### config.mk
export PLATFORM = sky130hd
export DESIGN_NAME = fir_tdm_sched
export DESIGN_NICKNAME = d
export VERILOG_FILES = /design/src/rtl/fir_pkg.sv /design/src/rtl/fir_tdm_sched_dly.sv /design/src/rtl/fir_tdm_sched.sv
export SDC_FILE = /design/constraint.sdc
export NUM_CORES = 1
export LEC_CHECK = 0
export CAP_MARGIN = 20
export CORE_UTILIZATION = 41
export CTS_BUF_LIST = sky130_fd_sc_hd__clkbuf_16
export DETAILED_ROUTE_END_ITERATION = 10
export PLACE_DENSITY = 0.62
export SLEW_MARGIN = 20
export SYNTH_ARGS = -nofsm -noshare
export SYNTH_HDL_FRONTEND = slang
export SYNTH_SLANG_ARGS = --single-unit
### constraint.sdc
create_clock -name clk -period 2.8 [get_ports clk]
set_clock_uncertainty 0.2 [all_clocks]
set_input_delay 0.7 -clock clk [delete_from_list [all_inputs] [get_ports clk]]
set_output_delay 0.7 -clock clk [all_outputs]
set_load 0.005 [all_outputs]
### src/rtl/fir_pkg.sv
// rtl/fir_pkg.sv - shared defaults, width helper, FSM state and address types for the FIR TDM scheduler
package fir_pkg;

  localparam int DEF_NUM_CHN = 4;
  localparam int DEF_NUM_TAP = 3;

  function automatic int clog2_min1(input int n);
    return (n <= 2) ? 1 : $clog2(n);
  endfunction

  localparam int DEF_CHN_W = clog2_min1(DEF_NUM_CHN);
  localparam int DEF_TAP_W = clog2_min1(DEF_NUM_TAP);

  typedef enum logic [1:0] {
    ST_IDLE,
    ST_WRITE,
    ST_MAC
  } state_t;

  typedef struct packed {
    logic [DEF_CHN_W-1:0] chn;
    logic [DEF_TAP_W-1:0] ptr;
  } addr_t;

endpackage

### src/rtl/fir_tdm_sched_dly.sv
// rtl/fir_tdm_sched_dly.sv - fir_ctrl_dly: shift register turning the read stream into MAC load/add and result strobes
module fir_ctrl_dly #(
  parameter int CHN_W = 2,
  parameter int DEPTH = 2
) (
  input  logic             clk,
  input  logic             rstn,
  input  logic             vld,
  input  logic             tap_first,
  input  logic             tap_last,
  input  logic [CHN_W-1:0] chn,
  output logic             acc_ld,
  output logic             acc_en,
  output logic             dout_valid,
  output logic [CHN_W-1:0] dout_chn
);

  // The result strobe trails the last product by one cycle, so vld/last/chn carry one extra stage.
  logic             vld_p   [DEPTH+1];
  logic             first_p [DEPTH];
  logic             last_p  [DEPTH+1];
  logic [CHN_W-1:0] chn_p   [DEPTH+1];

  always_ff @(posedge clk or negedge rstn) begin
    if (!rstn) begin
      for (int i = 0; i <= DEPTH; i++) begin
        vld_p[i]  <= 1'b0;
        last_p[i] <= 1'b0;
        chn_p[i]  <= '0;
      end
      for (int i = 0; i < DEPTH; i++) first_p[i] <= 1'b0;
    end else begin
      vld_p[0]   <= vld;
      first_p[0] <= tap_first;
      last_p[0]  <= tap_last;
      chn_p[0]   <= chn;
      for (int i = 1; i <= DEPTH; i++) begin
        vld_p[i]  <= vld_p[i-1];
        last_p[i] <= last_p[i-1];
        chn_p[i]  <= chn_p[i-1];
      end
      for (int i = 1; i < DEPTH; i++) first_p[i] <= first_p[i-1];
    end
  end

  assign acc_ld     = vld_p[DEPTH-1] & first_p[DEPTH-1];
  assign acc_en     = vld_p[DEPTH-1] & ~first_p[DEPTH-1];
  assign dout_valid = vld_p[DEPTH] & last_p[DEPTH];
  assign dout_chn   = dout_valid ? chn_p[DEPTH] : '0;

endmodule

### src/rtl/fir_tdm_sched.sv
// rtl/fir_tdm_sched.sv - TDM scheduler sharing one sample RAM, coefficient ROM and MAC across channels
module fir_tdm_sched
  import fir_pkg::*;
#(
  parameter int NUM_CHN  = DEF_NUM_CHN,
  parameter int NUM_TAP  = DEF_NUM_TAP,
  parameter int PIPE_LAT = 2,
  localparam int CHN_W   = clog2_min1(NUM_CHN),
  localparam int TAP_W   = clog2_min1(NUM_TAP)
) (
  input  logic                   clk,
  input  logic                   rstn,
  input  logic                   din_valid_i,
  input  logic                   din_sync_i,
  output logic                   wr_en_o,
  output logic [CHN_W+TAP_W-1:0] wr_addr_o,
  output logic                   rd_en_o,
  output logic [CHN_W+TAP_W-1:0] rd_addr_o,
  output logic [TAP_W-1:0]       coef_addr_o,
  output logic                   acc_ld_o,
  output logic                   acc_en_o,
  output logic                   dout_valid_o,
  output logic [CHN_W-1:0]       dout_chn_o,
  output logic                   busy_o,
  output logic                   ovf_o,
  output logic                   sync_err_o
);

  localparam logic [CHN_W-1:0] CHN_LAST = CHN_W'(NUM_CHN - 1);
  localparam logic [TAP_W-1:0] TAP_LAST = TAP_W'(NUM_TAP - 1);

  state_t                 state, state_nx;
  logic [TAP_W-1:0]       k, k_nx;
  logic [CHN_W-1:0]       chn_r, chn_nx, chn_cnt, chn_cnt_nx, chn_inc, chn_sel;
  logic [TAP_W-1:0]       wptr [NUM_CHN];
  logic                   wptr_upd;
  logic                   wr_en_nx, rd_en_nx, first_nx, last_nx, ovf_nx, sync_err_nx;
  logic [CHN_W+TAP_W-1:0] wr_addr_nx, rd_addr_nx;
  logic [TAP_W-1:0]       coef_nx;
  logic                   rd_first, rd_last;

  // Circular buffer index (wp - kk) mod NUM_TAP; NUM_TAP need not be a power of two.
  function automatic logic [TAP_W-1:0] ptr_back(input logic [TAP_W-1:0] wp,
                                                input logic [TAP_W-1:0] kk);
    if (kk > wp) return TAP_W'(int'(wp) + NUM_TAP - int'(kk));
    return wp - kk;
  endfunction

  always_comb begin
    state_nx    = state;
    k_nx        = k;
    chn_nx      = chn_r;
    chn_cnt_nx  = chn_cnt;
    wptr_upd    = 1'b0;
    wr_en_nx    = 1'b0;
    wr_addr_nx  = '0;
    rd_en_nx    = 1'b0;
    rd_addr_nx  = '0;
    coef_nx     = '0;
    first_nx    = 1'b0;
    last_nx     = 1'b0;
    ovf_nx      = 1'b0;
    sync_err_nx = 1'b0;
    chn_inc     = (chn_cnt == CHN_LAST) ? '0 : chn_cnt + 1'b1;
    chn_sel     = din_sync_i ? '0 : chn_inc;
    unique case (state)
      ST_IDLE: begin
        if (din_valid_i) begin
          state_nx    = ST_WRITE;
          chn_nx      = chn_sel;
          chn_cnt_nx  = chn_sel;
          sync_err_nx = din_sync_i && (chn_inc != '0);
          wr_en_nx    = 1'b1;
          wr_addr_nx  = {chn_sel, wptr[chn_sel]};
        end
      end
      ST_WRITE: begin
        state_nx   = ST_MAC;
        k_nx       = '0;
        rd_en_nx   = 1'b1;
        rd_addr_nx = {chn_r, wptr[chn_r]};
        first_nx   = 1'b1;
      end
      ST_MAC: begin
        if (k == TAP_LAST) begin
          state_nx = ST_IDLE;
          wptr_upd = 1'b1;
        end else begin
          k_nx       = k + 1'b1;
          rd_en_nx   = 1'b1;
          rd_addr_nx = {chn_r, ptr_back(wptr[chn_r], k + 1'b1)};
          coef_nx    = k + 1'b1;
          last_nx    = (k + 1'b1 == TAP_LAST);
        end
      end
      default: state_nx = ST_IDLE;
    endcase
    if (din_valid_i && state != ST_IDLE) ovf_nx = 1'b1;
  end

  always_ff @(posedge clk or negedge rstn) begin
    if (!rstn) begin
      state       <= ST_IDLE;
      k           <= '0;
      chn_r       <= '0;
      chn_cnt     <= CHN_LAST;
      for (int c = 0; c < NUM_CHN; c++) wptr[c] <= '0;
      wr_en_o     <= 1'b0;
      wr_addr_o   <= '0;
      rd_en_o     <= 1'b0;
      rd_addr_o   <= '0;
      coef_addr_o <= '0;
      rd_first    <= 1'b0;
      rd_last     <= 1'b0;
      ovf_o       <= 1'b0;
      sync_err_o  <= 1'b0;
    end else begin
      state       <= state_nx;
      k           <= k_nx;
      chn_r       <= chn_nx;
      chn_cnt     <= chn_cnt_nx;
      if (wptr_upd) wptr[chn_r] <= (wptr[chn_r] == TAP_LAST) ? '0 : wptr[chn_r] + 1'b1;
      wr_en_o     <= wr_en_nx;
      wr_addr_o   <= wr_addr_nx;
      rd_en_o     <= rd_en_nx;
      rd_addr_o   <= rd_addr_nx;
      coef_addr_o <= coef_nx;
      rd_first    <= first_nx;
      rd_last     <= last_nx;
      ovf_o       <= ovf_nx;
      sync_err_o  <= sync_err_nx;
    end
  end

  assign busy_o = (state != ST_IDLE);

  fir_ctrl_dly #(
    .CHN_W (CHN_W),
    .DEPTH (PIPE_LAT)
  ) u_dly (
    .clk        (clk),
    .rstn       (rstn),
    .vld        (rd_en_o),
    .tap_first  (rd_first),
    .tap_last   (rd_last),
    .chn        (chn_r),
    .acc_ld     (acc_ld_o),
    .acc_en     (acc_en_o),
    .dout_valid (dout_valid_o),
    .dout_chn   (dout_chn_o)
  );

endmodule
==> flow_metrics.py <==
metrics = {
    "synth": {
        "yosys.area_share.adder": 0.0777,
        "yosysMostFrequentCell": "dfrtp_1",
        "yosys.area.top_type": "dfrtp_1",
        "synth_warnings": 0,
        "synth_edf_count": 0,
        "ys_types": 35,
        "synthArstFlopShare": 1.00,
        "synthCells": 148,
        "syn_area_per_cell_sq_um": 12.6,
        "ys_seq_area_frac": 0.604,
        "synth_top_family_by_area": "simple AND/OR/NAND/NOR gates",
        "synth-xor-area-share": 0.00938,
        "synthTopCellsByArea": "dfrtp_1 58%, ha_1 6.7%, dfstp_2 2.8%, inv_1 2.6%, mux2i_1 2.1%",
        "synth_fp_nets": 163,
        "synthTopCellsByCount": "43 x dfrtp_1, 13 x inv_1, 10 x ha_1, 10 x nor2_1, 8 x nand2_1",
        "yosys_most_used_dff": "dfrtp_1",
        "synth_compound_area_frac": 0.104,
        "yosys.area_share.simple": 0.112,
        "ys_seq_elements": 45,
        "yosys.area.top_type_share": 0.576,
        "yosys-mux-area-fraction": 0.0476,
        "synth_area_sq_um": 1870,
    },
    "sta": {
        "finalMaxSlewViolations": 0,
        "final_hold_viol_count": 0,
        "fin_crit_sh": 0.878,
        "relSlewSlack": 0.703,
        "fin_setup_tns_ns": 0,
        "period_needed_ns": 2.46,
        "finalSetupViolCount": 0,
        "max_freq_mhz": 407,
        "grt_setup_unrepaired": "no",
        "tightest_slew_ns": 0.445,
    },
    "clocking": {
        "post_cts_buffers": 0,
        "postCtsHoldBufs": 0,
        "ctsRootBufferMaster": "clkbuf_16",
        "cts_buffers": 5,
        "clockBufferDepth": 2,
        "ctsResizeCount": 0,
        "clk_pin_slew_ns": 0.06,
        "h-tree-depth": 2,
        "clock_latency_ns": 0.28,
        "cts_sinks": 45,
        "cts_tree": "built",
    },
    "floorplanning": {
        "num_rows": 24,
        "num_io_pins": 24,
        "die_area_sq_um": 4830,
        "core_area_sq_um": 4350,
        "die_w_um": 69.5,
        "die_y_um": 69.5,
        "start_util": 0.429,
    },
    "worst_setup_path": {
        "required_ns": 1.90,
        "critPathSlowestCell": "clkdlybuf4s50_1",
        "end_kind": "output pin",
        "crit_chain": "inv_1 > ha_1 > inv_1 > clkdlybuf4s50_1",
        "path_buf_inv": 3,
        "cp_common_cell": "inv_1",
        "critPathMaxFanout": 6,
        "path_delay_family": "buffers and inverters",
        "cp-start-kind": "register",
        "max_stage_delay_ns": 0.49,
        "arrival_ns": 1.56,
        "crit_type": "reg2out",
    },
    "layout": {
        "layout.nets": 191,
        "diodes": 0,
        "drive_above_1_share": 0.119,
        "instances_no_fill": 229,
        "area_growth_syn_to_layout_pct": 23.4,
    },
    "pwr": {
        "p_leak_uw": 0.00112,
        "p_per_area_nw_per_um2": 981,
        "ir_worst_vdd_uv": 498,
    },
    "drt": {
        "via_count": 1167,
        "drc": 0,
        "drt-total-wl_um": 3110,
        "drt_iter0_drc": 80,
        "wl_per_cell_um": 13.6,
        "dr.pass1.iters": 4,
        "avgViaCountPerCell": 5.10,
        "antenna_left": 0,
    },
    "run": {
        "cap_violations": 0,
    },
    "grt": {
        "grt_pass1_vias": 1214,
        "grt_max_degree": 23,
        "gr-total-overflow": 0,
        "antenna_found_initial": 0,
        "grt_pass1_wl_um": 5580,
        "grt_usage": 0.148,
    },
    "min_path": {
        "hold_class": "reg2reg",
    },
    "placed_design": {
        "hpwl_um": 2350,
        "dp_cells": 221,
        "gp_congestion": 0.834,
        "portBuffers": 23,
    },
    "outcome": {
        "outcome": "completed",
    },
}
[cell type report]
type / instances / area (sq um)
clock buffers: 5 / 125
fillers: 378 / 2050
clock inverters: 3 / 42.5
flip-flops and latches: 45 / 1130
repair buffers: 25 / 240
well taps: 52 / 65.1
inverters: 13 / 48.8
multi-input cells: 86 / 656
[cells in the final DEF, fill, tap and decap left out, drive strengths merged, types with 2 or more instances in the layout]
master / instances
nor2: 10
inv: 14
mux2i: 4
dfstp: 2
a21o: 4
or2: 4
clkbuf: 5
a21oi: 2
o22ai: 2
xor2: 2
ha: 10
and3: 3
o21ai: 7
and2: 4
mux2: 2
o21a: 3
nand4b: 2
dfrtp: 43
clkdlybuf4s50: 22
a22o: 4
buf: 3
nand2: 8
a211oi: 4
[flip-flops by register name, indices dropped and copies added, names as in the netlist, 2 cells and up]
name           count
chn_cnt            2
chn_r              2
coef_addr_o        2
k                  2
rd_addr_o          4
state              2
u_dly.chn_p        6
u_dly.first_p      2
u_dly.last_p       3
u_dly.vld_p        3
wptr               8
wr_addr_o          4
[cell families (layout without fill, tap and decap cells)]
kind of cell	after synthesis	count (layout)
xor+xnor	2	2
buf+inv	17	46
compound gates	28	28
flops	45	45
simple gates	38	38
fa+ha+maj	11	11
mux	7	7
[through the flow]
step                total power [uW]  cell area (sq um)  worst slack (ns)  utilization  hold WS (ns)
finish                          2260               2310             0.342        0.530         0.143
global route                    2420               2310             0.268        0.530         0.154
CTS                             2280               2310             0.336        0.530         0.146
detailed placement              1630               2140             0.555        0.491         0.135
global placement                1590               2140             0.636        0.491         0.133
floorplan                       1390               1870             0.604            -         0.131
[power by group]
part	internal, uW	switching (uW)	total [uW]
registers	842	118	959
clock network	419	231	650
logic	342	311	654
[worst paths after layout]
path,start,endpoint,slack (ns),depth (start not counted)
worst max-delay path,state[1],busy_o,0.34,4
min in group asynchronous,rstn,u_dly.vld_p[2],0.16,1
worst min register to register,u_dly.chn_p[5],u_dly.chn_p[3],0.14,0
worst min-delay path,u_dly.chn_p[5],u_dly.chn_p[3],0.14,0
worst max register to register,chn_r[1],rd_addr_o[1],0.55,7
max in group asynchronous,rstn,chn_cnt[1],1.64,2
[layer usage]
layer / global-route usage / wire [um] / up-vias
met5: 0 / 0 / -
met4: 0.0680 / 60 / 0
met3: 0.0407 / 129 / 10
met2: 0.231 / 1470 / 26
met1: 0.192 / 1450 / 576
li1: - / - / 555
(Power assumes the default switching activity.)
